$ cat src/rtl/vector_component_packer.sv
// ---------------------------------------------------------------------------
// vector_component_packer
//   Rebuilds a 64-bit vector register value from screen-space pixel coords
//   plus two raw components. x/y go back to sign-magnitude fixed point
//   (bit15 sign, [14:0] magnitude, 7 fraction bits):
//     x = 2*px - ORIGIN
//     y = ORIGIN - floor((16*py + 2) / 5)
//   The y scale of 16/5 uses a serial restoring divider, one step per clock.
//   Fields saturate to 0x7FFF magnitude, and zero never carries a sign.
//
// Ports
//   clock, reset       rising-edge clock, async active-high reset
//   in_valid/in_ready  input handshake (ready only while idle)
//   in_component0..3   comp0, comp1, pixel y, pixel x (bit15 of x/y ignored)
//   out_valid/out_ready output handshake
//   out_vector_val     {x_fix, y_fix, comp1, comp0}
//   out_saturated      (only with VPACK_SAT_FLAG_EN) x or y was clamped
//
// Build option: define VPACK_SAT_FLAG_EN to add the out_saturated port.
// ---------------------------------------------------------------------------
module vector_component_packer #(
    parameter int ORIGIN    = 640,
    parameter int DIV_STEPS = 19
) (
    input  logic        clock,
    input  logic        reset,
    input  logic        in_valid,
    output logic        in_ready,
    input  logic [15:0] in_component0,
    input  logic [15:0] in_component1,
    input  logic [15:0] in_component2,
    input  logic [15:0] in_component3,
    output logic        out_valid,
    input  logic        out_ready,
`ifdef VPACK_SAT_FLAG_EN
    output logic        out_saturated,
`endif
    output logic [63:0] out_vector_val
);

    localparam int IW = $clog2(DIV_STEPS + 1);

    localparam logic [1:0] S_IDLE = 2'd0;
    localparam logic [1:0] S_DIV  = 2'd1;
    localparam logic [1:0] S_FMT  = 2'd2;
    localparam logic [1:0] S_HOLD = 2'd3;

    logic [1:0]    state_q, state_d;
    logic [IW-1:0] iter_q, iter_d;
    logic [14:0]   px_q, px_d;
    logic [15:0]   c0_q, c0_d, c1_q, c1_d;
    logic [18:0]   num_q, num_d;   // dividend, shifted out MSB first
    logic [3:0]    rem_q, rem_d;   // partial remainder, always < 5
    logic [16:0]   quo_q, quo_d;
    logic [63:0]   out_q, out_d;
    logic          ov_q, ov_d;
    logic          sat_q, sat_d;

    // Sign bits of the pixel coordinates carry no information here.
    logic unused_sign_bits;
    assign unused_sign_bits = in_component2[15] ^ in_component3[15];

    // Sign-magnitude conversion with clamp; returns {clamped, field}.
    function automatic logic [16:0] to_fix(input logic signed [17:0] d);
        logic [17:0] mag;
        logic        neg;
        neg = d[17];
        mag = neg ? 18'(-d) : 18'(d);
        if (mag > 18'h07FFF) to_fix = {1'b1, neg, 15'h7FFF};
        else                 to_fix = {1'b0, neg, mag[14:0]};
    endfunction

    logic [4:0]         trial;
    logic               qbit;
    logic signed [17:0] xd, yd;
    logic [16:0]        xf, yf;

    always_comb begin
        // One restoring step: bring in the next dividend bit, subtract 5 if it fits.
        trial = {rem_q, num_q[18]};
        qbit  = (trial >= 5'd5);

        xd = 18'($signed({2'b00, px_q, 1'b0})) - 18'(ORIGIN);
        yd = 18'(ORIGIN) - $signed({1'b0, quo_q});
        xf = to_fix(xd);
        yf = to_fix(yd);

        state_d = state_q;
        iter_d  = iter_q;
        px_d    = px_q;
        c0_d    = c0_q;
        c1_d    = c1_q;
        num_d   = num_q;
        rem_d   = rem_q;
        quo_d   = quo_q;
        out_d   = out_q;
        ov_d    = ov_q;
        sat_d   = sat_q;

        case (state_q)
            S_IDLE: if (in_valid) begin
                px_d    = in_component3[14:0];
                c0_d    = in_component0;
                c1_d    = in_component1;
                num_d   = {in_component2[14:0], 4'b0010};  // 16*py + 2
                rem_d   = '0;
                quo_d   = '0;
                iter_d  = '0;
                state_d = S_DIV;
            end
            S_DIV: begin
                rem_d  = qbit ? 4'(trial - 5'd5) : trial[3:0];
                quo_d  = {quo_q[15:0], qbit};
                num_d  = {num_q[17:0], 1'b0};
                iter_d = iter_q + 1'b1;
                if (iter_q == IW'(DIV_STEPS - 1)) state_d = S_FMT;
            end
            S_FMT: begin
                out_d   = {xf[15:0], yf[15:0], c1_q, c0_q};
                sat_d   = xf[16] | yf[16];
                ov_d    = 1'b1;
                state_d = S_HOLD;
            end
            default: if (out_ready) begin
                ov_d    = 1'b0;
                sat_d   = 1'b0;
                state_d = S_IDLE;
            end
        endcase
    end

    always_ff @(posedge clock or posedge reset) begin
        if (reset) begin
            state_q <= S_IDLE;
            iter_q  <= '0;
            px_q    <= '0;
            c0_q    <= '0;
            c1_q    <= '0;
            num_q   <= '0;
            rem_q   <= '0;
            quo_q   <= '0;
            out_q   <= '0;
            ov_q    <= 1'b0;
            sat_q   <= 1'b0;
        end else begin
            state_q <= state_d;
            iter_q  <= iter_d;
            px_q    <= px_d;
            c0_q    <= c0_d;
            c1_q    <= c1_d;
            num_q   <= num_d;
            rem_q   <= rem_d;
            quo_q   <= quo_d;
            out_q   <= out_d;
            ov_q    <= ov_d;
            sat_q   <= sat_d;
        end
    end

    assign in_ready       = (state_q == S_IDLE);
    assign out_valid      = ov_q;
    assign out_vector_val = out_q;

`ifdef VPACK_SAT_FLAG_EN
    assign out_saturated = sat_q;
`else
    logic unused_sat;
    assign unused_sat = sat_q;
`endif

endmodule

$ cat config.mk
export PLATFORM = sky130hd
export DESIGN_NAME = vector_component_packer
export DESIGN_NICKNAME = d
export VERILOG_FILES = /design/src/rtl/vector_component_packer.sv
export SDC_FILE = /design/constraint.sdc
export NUM_CORES = 1
export LEC_CHECK = 0
export ABC_AREA = 1
export CAP_MARGIN = 15
export CORE_MARGIN = 3
export CORE_UTILIZATION = 30
export DETAILED_ROUTE_END_ITERATION = 8
export PLACE_DENSITY_LB_ADDON = 0.12
export SETUP_SLACK_MARGIN = 0.02
export SLEW_MARGIN = 20
export SYNTH_ARGS = -nofsm -noshare
export SYNTH_HDL_FRONTEND = slang
export SYNTH_SLANG_ARGS = --single-unit
$ cat constraint.sdc
create_clock -name clock -period 13.9 [get_ports clock]
set_input_delay 4.17 -clock clock [delete_from_list [all_inputs] [get_ports clock]]
set_output_delay 4.17 -clock clock [all_outputs]
set_load 0.1 [all_outputs]
Word-level counts from Yosys, hierarchy flattened

Cells that the tools add are included.

Output and inout port bits: 66
Register bits after elaboration: 159

$lt $le $gt $ge: 3
Equality and inequality tests: 5
Add/sub/neg operators: 6
Bitwise logic cells: 1
Mux-type cells: 19
Reductions and logical operators: 9

Operator list:

| kind                     | count |
|---|---|
| $pmux W19 S2             | 1 |
| $gt A18 B15 Y1 const B   | 2 |
| $mux W18                 | 2 |
| $pmux W17 S2             | 1 |
| $mux W15                 | 2 |
| $mux W19                 | 1 |
| $neg A17 Y18             | 1 |
| $neg A18 Y18             | 1 |
| $sub A10 B17 Y18 const A | 1 |
| $mux W17                 | 1 |
| $sub A16 B10 Y17 const B | 1 |
| $pmux W5 S2              | 1 |
| $mux W4                  | 2 |
| $pmux W4 S2              | 1 |
| $mux W2                  | 3 |
| $pmux W2 S3              | 1 |
| $reduce_and A2 Y1        | 3 |
| $add A5 B1 Y5 const B    | 1 |
| $eq A5 B5 Y1 const B     | 1 |
| $ge A5 B3 Y1 const B     | 1 |
| $mux W5                  | 1 |
| $ne A2 B2 Y1 const B     | 2 |
| $reduce_bool A2 Y1       | 2 |
| $reduce_bool A4 Y1       | 1 |
| other kinds (9)          | 9 |

Depth between registers and ports, before layout

Depth in word-level cells: 5
Gate-level depth with buffers: 19
Mapped depth without buffers: 18

Least setup slack after synthesis

No wires, ideal clock.

Path kind: flip-flop to output port
From: reg state_q[0]
To: out in_ready
Arrival time: 1.309 ns
Slack: 8.421 ns
Data required time: 9.730 ns
Buffers on the path: 0
Cell stages (with the launch flop): 3
Path through: dfrtp_1 inv_1 ha_1

Longest elaborated chain between the ends: 1

Ends and longest elaborated chain:

| item                     | line | RTL |
|---|---|---|
| start: declaration       | 48   | `logic [1:0] state_q, state_d;` |
| start signal: assignment | 146  | `state_q <= state_d;` |
| $logic_not A2 Y1         | 160  | `assign in_ready = (state_q == S_IDLE);` |
| end: declaration         | 28   | `output logic in_ready,` |

Every way passes these cells.

Final worst setup path

Same ends and word-level chain as after synthesis.

==> flow_summary.toml <==
[drt]
detail_route.vias_per_cell = 4.48
wl_per_cell_um = 13.6
antenna_left = 0
post_detailed_route_drc_marker_count = 0
detailedRoute.firstPassIterationCount = 5
drt_wl_total_um = 19700
dr.first_iter.drc_count = 317
dr_total_vias = 6457

[clock_network]
cts.root.buffer_cell = "clkbuf_16"
post_cts_resized = 0
cts.path.max_buffers = 2
worst_setup_hold_path_clk_slew_ns = 0.07
htree_levels = 4
ctsHoldBuffers = 0
tritoncts_clock_tree = "done"
cts.sinks = 158
clock_buffers_created_by_tritoncts = 17
cts_setup_buffers = 0
clock_insertion_delay_worst_skew_ns = 0.43

[final_layout]
diodes = 0
finish.net_count = 1179
area_growth_pct = 27.5
post_route_cells_drive_above_1_share_pct = 10.1
mostFrequentLayoutCell = "nand2_1"
layout.cells.most_common_list = "357 x nand2_1, 158 x dfrtp_1, 131 x clkdlybuf4s50_1"

[critical_path]
critical_register_to_register_path_startpoint = "px_q[6]"
timing.reg2reg.worst_path_depth = 13
critPathLaunchType = "register"
critical_path.max_stage_delay_ns = 1.18
cp.arrival_ns = 2.36
reg2reg_to = "out_vector_val[49]"
worst-path-buf-inv = 2
worst-setup-path-type = "register to primary output"
required_ns = 9.73
timing.critical_path.fanout_max = 6
cell_class_contributing_the_biggest_share_of_worst_path_delay = "buffers and inverters"
timing.critical_path.cells = "inv_1, ha_1, clkdlybuf4s50_1"
setup.reg_to_reg.worst_slack_ns = 11.10
worst_path_max_delay_cell = "clkdlybuf4s50_1"
endpoint_kind = "primary output"

[synth]
synthDistinctLibCells = 40
synthTopCellsByArea = "dfrtp_1 50%, nand2_1 17%, inv_1 3.8%, nor2_1 3.2%, nand3_1 2.8%"
syn-num-nets = 1061
synthesis.yosys.warnings = 0
synth.ff_latch_count = 158
synth_area_mm2 = 0.00788
synth_cells = 981
synth-edff-count = 0
postSynth.asyncResetShare_pct = 100
synth_top_area_share_pct = 50.2
avgSynthCellArea_um2 = 8.03
biggest_area_consumer_among_synthesized_cells = "dfrtp_1"
ys.flop_type = "dfrtp_1"
seq_area_frac_synth_pct = 50.2

[floorplan]
die-area_mm2 = 0.0282
number_of_i_o_pins = 134
die_w_um = 168
floorplan.initialDensity_pct = 30.9
die_h_um = 168
core.rowCount = 58
placeableCoreArea_mm2 = 0.0255

[grt]
grt_start_max_net_pins = 90
via_count_of_the_first_global_routing_pass = 6372
global_route.overflow_total = 0
grt_antenna_before_repair = 0
total_global_routing_track_utilization_pct = 14.0
global_route_wire_length_before_repair_um = 32500

[sta]
report.final.hold_viol_count = 0
post-route-min-period_ns = 6.53
finalSetupTns_ns = 0
timing_worst_slew_pin_value_ns = 1.04
maxSlewViolCount = 0
max_freq_mhz = 153
timing.clock.skew_ns = 0.0130
grt_setup_unrepaired = "false"
layout_worst_path_cycle_share_pct = 47.0
relSlewSlack_pct = 30.6
setup_viol_count_final = 0

[hold_path]
worstHoldStart = "out_vector_val[5]"
hold_path_class = "register to register"
whs_endpoint = "out_vector_val[5]"
holdPathStages = 2

[placed_design]
post-dp-hpwl_um = 13200
routabilityCongestion = 0.783
buffer_ports.inserted = 131

[status]
outcome = "complete, no violations"

[job]
max-cap-violations = 0
[cells by family (layout without fill, tap and decap cells)]
family | after synthesis | in the layout | synth area share [%]
AO/OA/AOI/OAI | 117 | 117 | 8.71
adder cells (fa/ha/maj) | 12 | 12 | 1.91
XOR/XNOR | 19 | 19 | 2.11
AND/OR/NAND/NOR | 544 | 544 | 30.2
multiplexers | 1 | 1 | 0.143
buffers and inverters | 130 | 261 | 6.74
flip-flops | 158 | 158 | 50.2
[layout make-up]
cell class              count  area (um2)
multi-input cells         693        3390
fillers                  2588       15400
well taps                 330         413
inverters                  92         350
clock inverters            14         138
clock buffers              18         439
flip-flops and latches    158        3950
repair buffers            137        1360
[registers in the layout, indices dropped and copies added, names as in the netlist]
name and flops:
num_q 18, rem_q 4, px_q 15, out_valid 1, c1_q 16, state_q 2, iter_q 5, quo_q 17
c0_q 16, out_vector_val 64
[synthesized netlist by cell type, types with 13 or more instances]
cell type	instances
o21ai_0	42
o211ai_1	15
nand3_1	44
a21oi_1	26
nand2_1	357
dfrtp_1	158
inv_1	80
or2_2	13
clkbuf_1	28
nand2_2	13
nor2_1	68
o22ai_1	20
[through the flow]
step                hold slack [ns]  area [um2]  std cells  setup WS (ns)  util, %
global route                  0.493       10000       1442           7.29     39.4
detailed placement            0.458        9470       1410           7.44     37.2
CTS                           0.475       10000       1442           7.33     39.4
finish                        0.469       10000       1442           7.37     39.4
floorplan                     0.449        7880        981           5.47        -
global placement              0.452        9470       1410           7.47     37.2
[worst register-to-register path, delay by kind of cell, from the launching register on]
| kind | cells | cell delay [ns] |
|---|---|---|
| compound gates | 3 | 0.96 |
| buf+inv | 5 | 0.57 |
| flops | 1 | 0.42 |
| simple gates | 3 | 0.40 |
| fa+ha+maj | 1 | 0.19 |
| xor+xnor | 1 | 0.14 |
[worst max path at each step]
| stage | from | endpoint | slack [ns] | depth (start not counted) |
|---|---|---|---|---|
| floorplan | reset | c0_q[0] | 5.47 | 1 |
| global placement | in_valid | iter_q[4] | 7.47 | 10 |
| detailed placement | in_valid | iter_q[4] | 7.44 | 10 |
| CTS | state_q[0] | in_ready | 7.33 | 3 |
| global route | state_q[0] | in_ready | 7.29 | 3 |
| finish | state_q[0] | in_ready | 7.37 | 3 |
[per-layer routing]
metal | track usage (%) | routed length (um) | vias up
li1 | - | - | 3347
met1 | 17.6 | 9050 | 3008
met2 | 23.7 | 9400 | 92
met3 | 4.60 | 1050 | 10
met4 | 2.99 | 159 | 0
met5 | 0 | 0 | -
Power is not shown: default switching activity piles up to over one toggle a cycle in this logic, so the estimate is an artifact.
